--- config.mk ---
export PLATFORM = sky130hd
export DESIGN_NAME = frame_ram_writer
export DESIGN_NICKNAME = d
export VERILOG_FILES = /design/src/rtl/frame_ram_writer.sv
export SDC_FILE = /design/constraint.sdc
export NUM_CORES = 1
export LEC_CHECK = 0
export BUFFER_PORTS_ARGS = -buffer_cell sky130_fd_sc_hd__buf_2
export CORE_MARGIN = 1
export CORE_UTILIZATION = 45
export CTS_CLUSTER_DIAMETER = 200
export DETAILED_ROUTE_END_ITERATION = 12
export PLACE_DENSITY = 0.67
export SLEW_MARGIN = 15
export SYNTH_ARGS = -nofsm -noshare
export SYNTH_HDL_FRONTEND = slang
export SYNTH_SLANG_ARGS = --single-unit
--- constraint.sdc ---
create_clock -name clk -period 2.5 [get_ports clk]
set_input_delay 0.25 -clock clk [delete_from_list [all_inputs] [get_ports clk]]
set_output_delay 0.25 -clock clk [all_outputs]
set_load 0.05 [all_outputs]
--- src/rtl/frame_ram_writer.sv ---
// Purpose: decimate a vsync/de/RGB565 pixel stream and write a COL_PIXEL x ROW_PIXEL frame into RAM.
// Latency: exactly 1 cycle from a kept pix_in sample to its wr_en/wr_addr/wr_data strobe.
// Backpressure: none; the RAM must accept a write on every cycle. Optional FRAME_PINGPONG_EN adds bank swap.
module frame_ram_writer #(
    parameter int COL_PIXEL = 320,
    parameter int ROW_PIXEL = 180,
    parameter int DECIM_SH  = 2
) (
    input  logic        clk,
    input  logic        rst,
    input  logic        cap_en,
    input  logic        vsync,
    input  logic        de,
    input  logic [15:0] pix_in,
    output logic        wr_en,
    output logic [15:0] wr_addr,
    output logic [15:0] wr_data,
    output logic        wr_bank,
    output logic        rd_bank,
    output logic        frame_done,
    output logic        frame_err
);

    localparam logic [16:0] COL_W = 17'(COL_PIXEL);
    localparam logic [16:0] ROW_W = 17'(ROW_PIXEL);
    // Low DECIM_SH bits of the input counters; a zero mask means every pixel and line is kept.
    localparam logic [15:0] DMASK = 16'((1 << DECIM_SH) - 1);

    typedef enum logic [1:0] {
        S_IDLE,
        S_ARMED,
        S_ACTIVE,
        S_DONE
    } state_t;

    state_t      state_q,    state_d;
    logic        vsync_q,    vsync_d;
    logic        de_q,       de_d;
    logic [15:0] in_x_q,     in_x_d;
    logic [15:0] in_y_q,     in_y_d;
    logic [16:0] x_q,        x_d;
    logic [16:0] y_q,        y_d;
    logic [16:0] row_base_q, row_base_d;
    logic        wr_en_q,    wr_en_d;
    logic [15:0] wr_addr_q,  wr_addr_d;
    logic [15:0] wr_data_q,  wr_data_d;
    logic        frame_done_q, frame_done_d;
    logic        frame_err_q,  frame_err_d;

    // Pixels presented while vsync is high never count as active video.
    logic de_act;
    logic vsync_rise;
    logic de_fall;
    logic capturing;
    logic keep;
    logic line_done;
    logic last_line;

    assign de_act     = de & ~vsync;
    assign vsync_rise = vsync & ~vsync_q;
    assign de_fall    = de_q & ~de_act;
    assign capturing  = (state_q == S_ARMED) || (state_q == S_ACTIVE);
    assign keep       = de_act && capturing
                        && ((in_x_q & DMASK) == 16'd0)
                        && ((in_y_q & DMASK) == 16'd0)
                        && (x_q < COL_W);
    // x only becomes non-zero on a kept line, so x>0 at de fall marks a stored line.
    assign line_done  = de_fall && capturing && (x_q != 17'd0);
    assign last_line  = line_done && (y_q == ROW_W - 17'd1);

`ifdef FRAME_PINGPONG_EN
    logic wr_bank_q, wr_bank_d;
    logic rd_bank_q, rd_bank_d;
`endif

    // Next-state logic: input counters, write address generation, frame FSM and bank control.
    always_comb begin
        state_d      = state_q;
        vsync_d      = vsync;
        de_d         = de_act;
        in_x_d       = de_act ? in_x_q + 16'd1 : 16'd0;
        in_y_d       = in_y_q;
        x_d          = x_q;
        y_d          = y_q;
        row_base_d   = row_base_q;
        wr_en_d      = 1'b0;
        wr_addr_d    = wr_addr_q;
        wr_data_d    = wr_data_q;
        frame_done_d = 1'b0;
        frame_err_d  = frame_err_q;
`ifdef FRAME_PINGPONG_EN
        wr_bank_d    = wr_bank_q;
        rd_bank_d    = rd_bank_q;
`endif

        if (de_fall) begin
            in_y_d = in_y_q + 16'd1;
        end

        // Address is the running row base plus column; row base steps by COL_PIXEL per stored line.
        if (keep) begin
            wr_en_d   = 1'b1;
            wr_data_d = pix_in;
            wr_addr_d = 16'(row_base_q + x_q);
            x_d       = x_q + 17'd1;
        end

        if (de_fall) begin
            x_d = 17'd0;
        end
        if (line_done) begin
            y_d        = y_q + 17'd1;
            row_base_d = row_base_q + COL_W;
        end

        // Frame start restarts every position counter regardless of FSM state.
        if (vsync_rise) begin
            in_y_d     = 16'd0;
            x_d        = 17'd0;
            y_d        = 17'd0;
            row_base_d = 17'd0;
        end

        case (state_q)
            S_IDLE: begin
                if (vsync_rise && cap_en) begin
                    state_d = S_ARMED;
                end
            end
            S_ARMED: begin
                if (vsync_rise) begin
                    state_d = cap_en ? S_ARMED : S_IDLE;
                end else if (de_act) begin
                    state_d = S_ACTIVE;
                end
            end
            S_ACTIVE: begin
                if (vsync_rise) begin
                    // Frame ended short: flag it, no done pulse, treat as a fresh frame start.
                    frame_err_d = 1'b1;
                    state_d     = cap_en ? S_ARMED : S_IDLE;
                end else if (last_line) begin
                    state_d      = S_DONE;
                    frame_done_d = 1'b1;
`ifdef FRAME_PINGPONG_EN
                    rd_bank_d    = wr_bank_q;
                    wr_bank_d    = ~wr_bank_q;
`endif
                end
            end
            S_DONE: begin
                state_d = (vsync_rise && cap_en) ? S_ARMED : S_IDLE;
            end
            default: begin
                state_d = S_IDLE;
            end
        endcase
    end

    // State and output registers; reset aborts any write in flight immediately.
    always_ff @(posedge clk or posedge rst) begin
        if (rst) begin
            state_q      <= S_IDLE;
            vsync_q      <= 1'b0;
            de_q         <= 1'b0;
            in_x_q       <= 16'd0;
            in_y_q       <= 16'd0;
            x_q          <= 17'd0;
            y_q          <= 17'd0;
            row_base_q   <= 17'd0;
            wr_en_q      <= 1'b0;
            wr_addr_q    <= 16'd0;
            wr_data_q    <= 16'd0;
            frame_done_q <= 1'b0;
            frame_err_q  <= 1'b0;
`ifdef FRAME_PINGPONG_EN
            wr_bank_q    <= 1'b0;
            rd_bank_q    <= 1'b1;
`endif
        end else begin
            state_q      <= state_d;
            vsync_q      <= vsync_d;
            de_q         <= de_d;
            in_x_q       <= in_x_d;
            in_y_q       <= in_y_d;
            x_q          <= x_d;
            y_q          <= y_d;
            row_base_q   <= row_base_d;
            wr_en_q      <= wr_en_d;
            wr_addr_q    <= wr_addr_d;
            wr_data_q    <= wr_data_d;
            frame_done_q <= frame_done_d;
            frame_err_q  <= frame_err_d;
`ifdef FRAME_PINGPONG_EN
            wr_bank_q    <= wr_bank_d;
            rd_bank_q    <= rd_bank_d;
`endif
        end
    end

    assign wr_en      = wr_en_q;
    assign wr_addr    = wr_addr_q;
    assign wr_data    = wr_data_q;
    assign frame_done = frame_done_q;
    assign frame_err  = frame_err_q;

`ifdef FRAME_PINGPONG_EN
    assign wr_bank = wr_bank_q;
    assign rd_bank = rd_bank_q;
`else
    // Single bank: the reader always sees the bank under capture.
    assign wr_bank = 1'b0;
    assign rd_bank = 1'b0;
`endif

endmodule

==> results of run 1 <==
## power breakdown
group / switching [uW] / total [uW] / internal (uW)
Combinational: 970 / 1370 / 401
Clock: 539 / 1040 / 504
Sequential: 97.6 / 1700 / 1600
Total: 1610 / 4110 / 2500
## timing repair
| action | CTS | global route |
|---|---|---|
| setup buffers | 0 | 0 |
| endpoints found under the hold margin | 10 | 0 |
| endpoints found under the setup margin | 0 | 0 |
| hold buffers | 1 | 0 |
## synth_stat cells (2+ instances only)
cell	count	share of area, %
dfrtp_1	87	50
nor2_1	37	3.2
nand2_1	36	3.1
xnor2_1	30	6.1
mux2_2	21	5.5
ha_1	20	5.8
o21ai_0	18	2.1
inv_1	13	1.1
nand3_1	12	1.4
nor4_1	12	1.7
a21oi_1	9	1.0
and2_1	9	1.3
clkbuf_1	8	0.70
nor3_1	8	0.93
buf_2	6	0.70
nand4_1	6	0.87
xor2_1	6	1.2
nand2b_1	5	0.73
nor4b_1	5	1.0
and4_1	4	0.81
buf_4	3	0.52
mux2i_1	3	0.70
o21a_1	3	0.52
or4_1	3	0.52
a21o_1	2	0.35
a31oi_1	2	0.29
and3_1	2	0.29
nor4_4	2	0.99
o211ai_1	2	0.35
o21bai_1	2	0.35
o311ai_0	2	0.41
o41ai_1	2	0.41
or4_4	2	0.52
## through the flow
step	total power (uW)	area (um^2)	util, %	hold WS, ns	worst slack, ns
2_1_floorplan	2780	4320	-	0.281	0.391
3_3_place_gp	3070	4750	51.2	0.392	0.231
3_5_place_dp	3110	4750	51.2	0.405	0.230
4_1_cts	4160	4970	53.6	0.0264	0.198
5_1_grt	4330	4970	53.6	0.0367	0.0230
6_report	4110	4970	53.6	0.0498	0.205
## how the worst max path moves through the flow
| stage | cells after the start | endpoint | slack, ns | start |
|---|---|---|---|---|
| global route | 6 | y_q[16] | 0.02 | state_q[1] |
| floorplan | 8 | y_q[7] | 0.39 | x_q[0] |
| finish | 6 | y_q[14] | 0.21 | state_q[1] |
| CTS | 6 | y_q[14] | 0.20 | state_q[1] |
| detailed placement | 6 | y_q[14] | 0.23 | state_q[1] |
| global placement | 6 | y_q[14] | 0.23 | state_q[1] |
## metal layers
layer / up-vias / GRT usage (%) / wire (um)
li1: 1524 / - / -
met1: 1519 / 23.9 / 3950
met2: 64 / 30.4 / 4000
met3: 9 / 4.81 / 280
met4: 0 / 6.11 / 91
met5: - / 0 / 0
## final cells by class
cell class	instances	area (um^2)	area share [%]
repair buffers	66	373	7.49
flip-flops and latches	87	2180	43.8
inverters	13	52.6	1.06
clock inverters	6	72.6	1.46
multi-input cells	284	2000	40.2
clock buffers	10	138	2.77
well taps	129	161	3.24
## kinds of logic after synthesis
family	after synthesis	synth area share [%]
AO/OA/AOI/OAI	50	7.42
XOR/XNOR	36	7.31
adder cells (fa/ha/maj)	20	5.80
buffers and inverters	31	3.31
flip-flops	87	50.5
multiplexers	24	6.18
other	1	0.0869
AND/OR/NAND/NOR	152	19.4
## registers in the layout, summed over array words and instances, names as in the netlist
register / flops
y_q: 17
wr_data: 16
row_base_q: 10
wr_en: 1
wr_addr: 16
in_x_q: 2
x_q: 17
frame_done: 1
in_y_q: 2
de_q: 1
frame_err: 1
vsync_q: 1
state_q: 2
## worst max-delay path: cells and delay by family, from the launching register on
family	cells	cell delay, ns
DFF	1	0.42
adders and majority gates	1	0.35
buffers and inverters	1	0.10
AOI/OAI and AO/OA	2	0.42
and+or+nand+nor	2	0.92
==> flow_summary.toml, run 1 <==
[hold_path]
min_to = "vsync_q"
hold_class = "in2reg"
min_path_cells = 1
hp-start = "vsync"

[floorplan]
fp.dieW_um = 99.9
rows = 35
die_h_um = 99.9
dieArea_um2 = 9980
core_um2 = 9280
io_pins = 58
start_util_pct = 46.5

[final_layout]
drive_gt1_share_pct = 24.2
nNetsFinal = 502
final_cells = 595
final_common_cell = "dfrtp_1"
fill_cells = 831
antenna_cells = 0
mostFrequentLayoutCells = "dfrtp_1 (87), buf_2 (55), nor2_1 (37)"
syn_to_final_growth_pct = 15.3

[worst_setup_path]
max_stage_delay_ns = 0.75
start_kind = "flip-flop"
reg2regPathDepth = 6
path_max_fanout = 5
cp.arrival_ns = 2.56
cp_slowest_cell = "nor4_1"
reg2reg_from = "state_q[1]"
required_ns = 2.76
timing.rr.end = "y_q[14]"
crit_path_end_kind = "flip-flop"
critical_path_class = "reg2reg"
crit_chain = "inv_1, ha_1, nand3_1, nor4_1, a31oi_1, a41o_1"
r2r_slack_ns = 0.21

[placed_design]
dp_hpwl_um = 5920
gp_congestion = 0.783
dp.cells = 578
portBuffers = 55

[sta]
max_clock_freq_mhz = 436
period_share_pct = 91.8
fin_worst_skew_ns = 0.0151
setup_violations = 0
worstMarginPinSlew_ns = 0.816
drv_slew = 0
finalHoldViolations = 0
max_slew_margin_pct = 45.1
rsz0062_at_grt = "no"
min_period_ns = 2.29
setup-tns-final_ns = 0

[synth]
yosysUniqueCellTypes = 52
synth_warnings = 0
ys.flop_type = "dfrtp_1"
syn_area_per_cell_um2 = 10.8
syn_inst = 401
async_flop_share_pct = 100
synthesis.area_um2 = 4310
ys_ff_latch = 87
seq_area_frac_synth_pct = 50.5
synth_edf_count = 0

[grt]
overflow = 0
grt_pass1_wl_um = 14600
grt_use_total_pct = 18.5
grt_max_degree = 36
antenna_found_initial = 0
grt_pass1_vias = 3140

[job]
maxCapViolCount = 0

[clocking]
insertion_delay_ns = 0.36
cts_root_buf = "clkbuf_8"
cts_tree = "done"
cts.sinks = 87
clkTransAtPathRegs_ns = 0.10
clock_path_buffers = 2
cts_max_level = 3
numCtsBuffers = 9
cts_resized = 0

[routing]
postRouteAntennaNets = 0
vias_per_cell = 5.24
avgRoutedWirePerCell_um = 14.0
firstDrtPassIters = 4
drt_iter0_drc = 118
route.detailed.drc = 0
drt_wl_total_um = 8320
vias = 3116

[power_and_ir_drop]
ir_drop_v = 0.000480
power_density_nw_per_um2 = 826
p_leak_uw = 0.00237

[outcome]
outcome = "complete, no violations"
(Power assumes the default switching activity.)
==> run 2: changes to the inputs <==
- CORE_UTILIZATION: 45 -> 52
- PLACE_DENSITY: 0.67 -> 0.76
==> flow_summary.toml, run 2 (synthesized netlist as in run 1, its figures left out) <==
[outcome]
outcome = "complete, no violations"

[sta]
fin_ws_ns = 0.167
max_slew_margin_pct = 42.1
max_clock_freq_mhz = 429
worstMarginPinSlew_ns = 0.861
drv_slew = 0
setup-tns-final_ns = 0
finalHoldViolations = 0
rsz0062_at_grt = "no"
fin_worst_skew_ns = 0.0116
setup_violations = 0
period_share_pct = 93.3
min_period_ns = 2.33

[final_layout]
reg.largest.list = "x_q x17, y_q x17"
antenna_cells = 0
final_common_cell = "dfrtp_1"
mostFrequentLayoutCells = "dfrtp_1 (87), buf_2 (55), nor2_1 (37)"
fill_cells = 675
fin_area_um2 = 4890
regArea_um2 = 2180
multiInputGateArea_um2 = 2000
nNetsFinal = 500
post-route-util_pct = 62.0
syn_to_final_growth_pct = 13.4
drive_gt1_share_pct = 23.9

[clocking]
cts_tree = "done"
cts_max_level = 3
cts_root_buf = "clkbuf_8"
cts_hold_buf = 0
clock_path_buffers = 2
clkTransAtPathRegs_ns = 0.09
cts_resized = 0
postCtsSetupBuffers = 0
insertion_delay_ns = 0.36
numCtsBuffers = 9
cts.sinks = 87

[grt]
antenna_found_initial = 0
grt_pass1_wl_um = 14000
grt_max_degree = 88
grt_pass1_vias = 3067
overflow = 0
grt_use_total_pct = 20.4

[power_and_ir_drop]
ir_drop_v = 0.000475
p_leak_uw = 0.00234
fin_total_pwr_uw = 3960
power_density_nw_per_um2 = 809

[worst_setup_path]
required_ns = 2.77
start_kind = "flip-flop"
crit_path_end_kind = "flip-flop"
path_max_fanout = 4
cp.arrival_ns = 2.60
critical_path_class = "reg2reg"

[routing]
postRouteAntennaNets = 0
route.detailed.drc = 0
avgRoutedWirePerCell_um = 14.0
drt_iter0_drc = 179
firstDrtPassIters = 6
vias_per_cell = 5.45
drt_wl_total_um = 7950
vias = 3082

[floorplan]
io_pins = 58
rows = 32
start_util_pct = 54.7
core_um2 = 7890
fp.dieW_um = 93.1
die_h_um = 93.1
dieArea_um2 = 8660

[placed_design]
dp_slack_ns = 0.225
gp_congestion = 0.782
portBuffers = 55
dp_hpwl_um = 5630
placed_area_um2 = 4710

[hold_path]
hold_class = "in2async"

[job]
maxCapViolCount = 0
-- run 2: cell count changes in the layout (fill, tap and decap cells not counted), sizes merged --
cell         delta
clkinv          +1
buf             -1
dlygate4sd3     -1
bufinv          -1
-- run 2: worst max-delay path: stages, from the launching register on --
cell     delay [ns]
dfrtp_1        0.41
inv_1          0.11
ha_1           0.16
or4b_1         0.49
nor4_4         0.34
nor4b_1        0.15
o21ai_0        0.32
mux2i_1        0.25
-- run 2: worst paths after layout --
check,start,end,slack (ns),cells past startpoint
min in group clk,vsync,vsync_q,0.05,1
hold / removal,rst,x_q[0],0.02,3
max in group asynchronous,rst,row_base_q[9],2.15,3
hold reg to reg,in_x_q[0],in_x_q[0],0.43,1
setup / recovery,x_q[0],state_q[0],0.17,7
setup reg to reg,x_q[0],state_q[0],0.17,7
-- run 2: per-stage QoR --
stage          hold WS [ns]  instances
6_report             0.0156        566
5_1_grt              0.0408        566
4_1_cts              0.0215        566
3_5_place_dp          0.416        550
3_3_place_gp          0.403        550
2_1_floorplan         0.281        402
-- run 2: routing by layer --
| layer | wire length [um] | GRT usage, % |
|---|---|---|
| met3 | 454 | 5.28 |
| met2 | 3700 | 34.1 |
| met4 | 115 | 6.67 |
| met5 | 0 | 0 |
| met1 | 3680 | 25.8 |
-- run 2: where the power goes --
part / internal (uW) / total [uW] / switching (uW) / leakage [uW]
clock network: 377 / 894 / 517 / 0.0000883
logic: 395 / 1360 / 969 / 0.00108
registers: 1600 / 1700 / 100 / 0.00117
total: 2370 / 3960 / 1590 / 0.00234
-- run 2: layout make-up --
cell class / instances / area share (%)
Sequential cell: 87 / 44.5
Multi-Input combinational cell: 284 / 40.9
Timing Repair Buffer: 64 / 7.26
Clock buffer: 10 / 2.61
Tap cell: 102 / 2.61
Inverter: 13 / 1.07
Clock inverter: 6 / 1.05
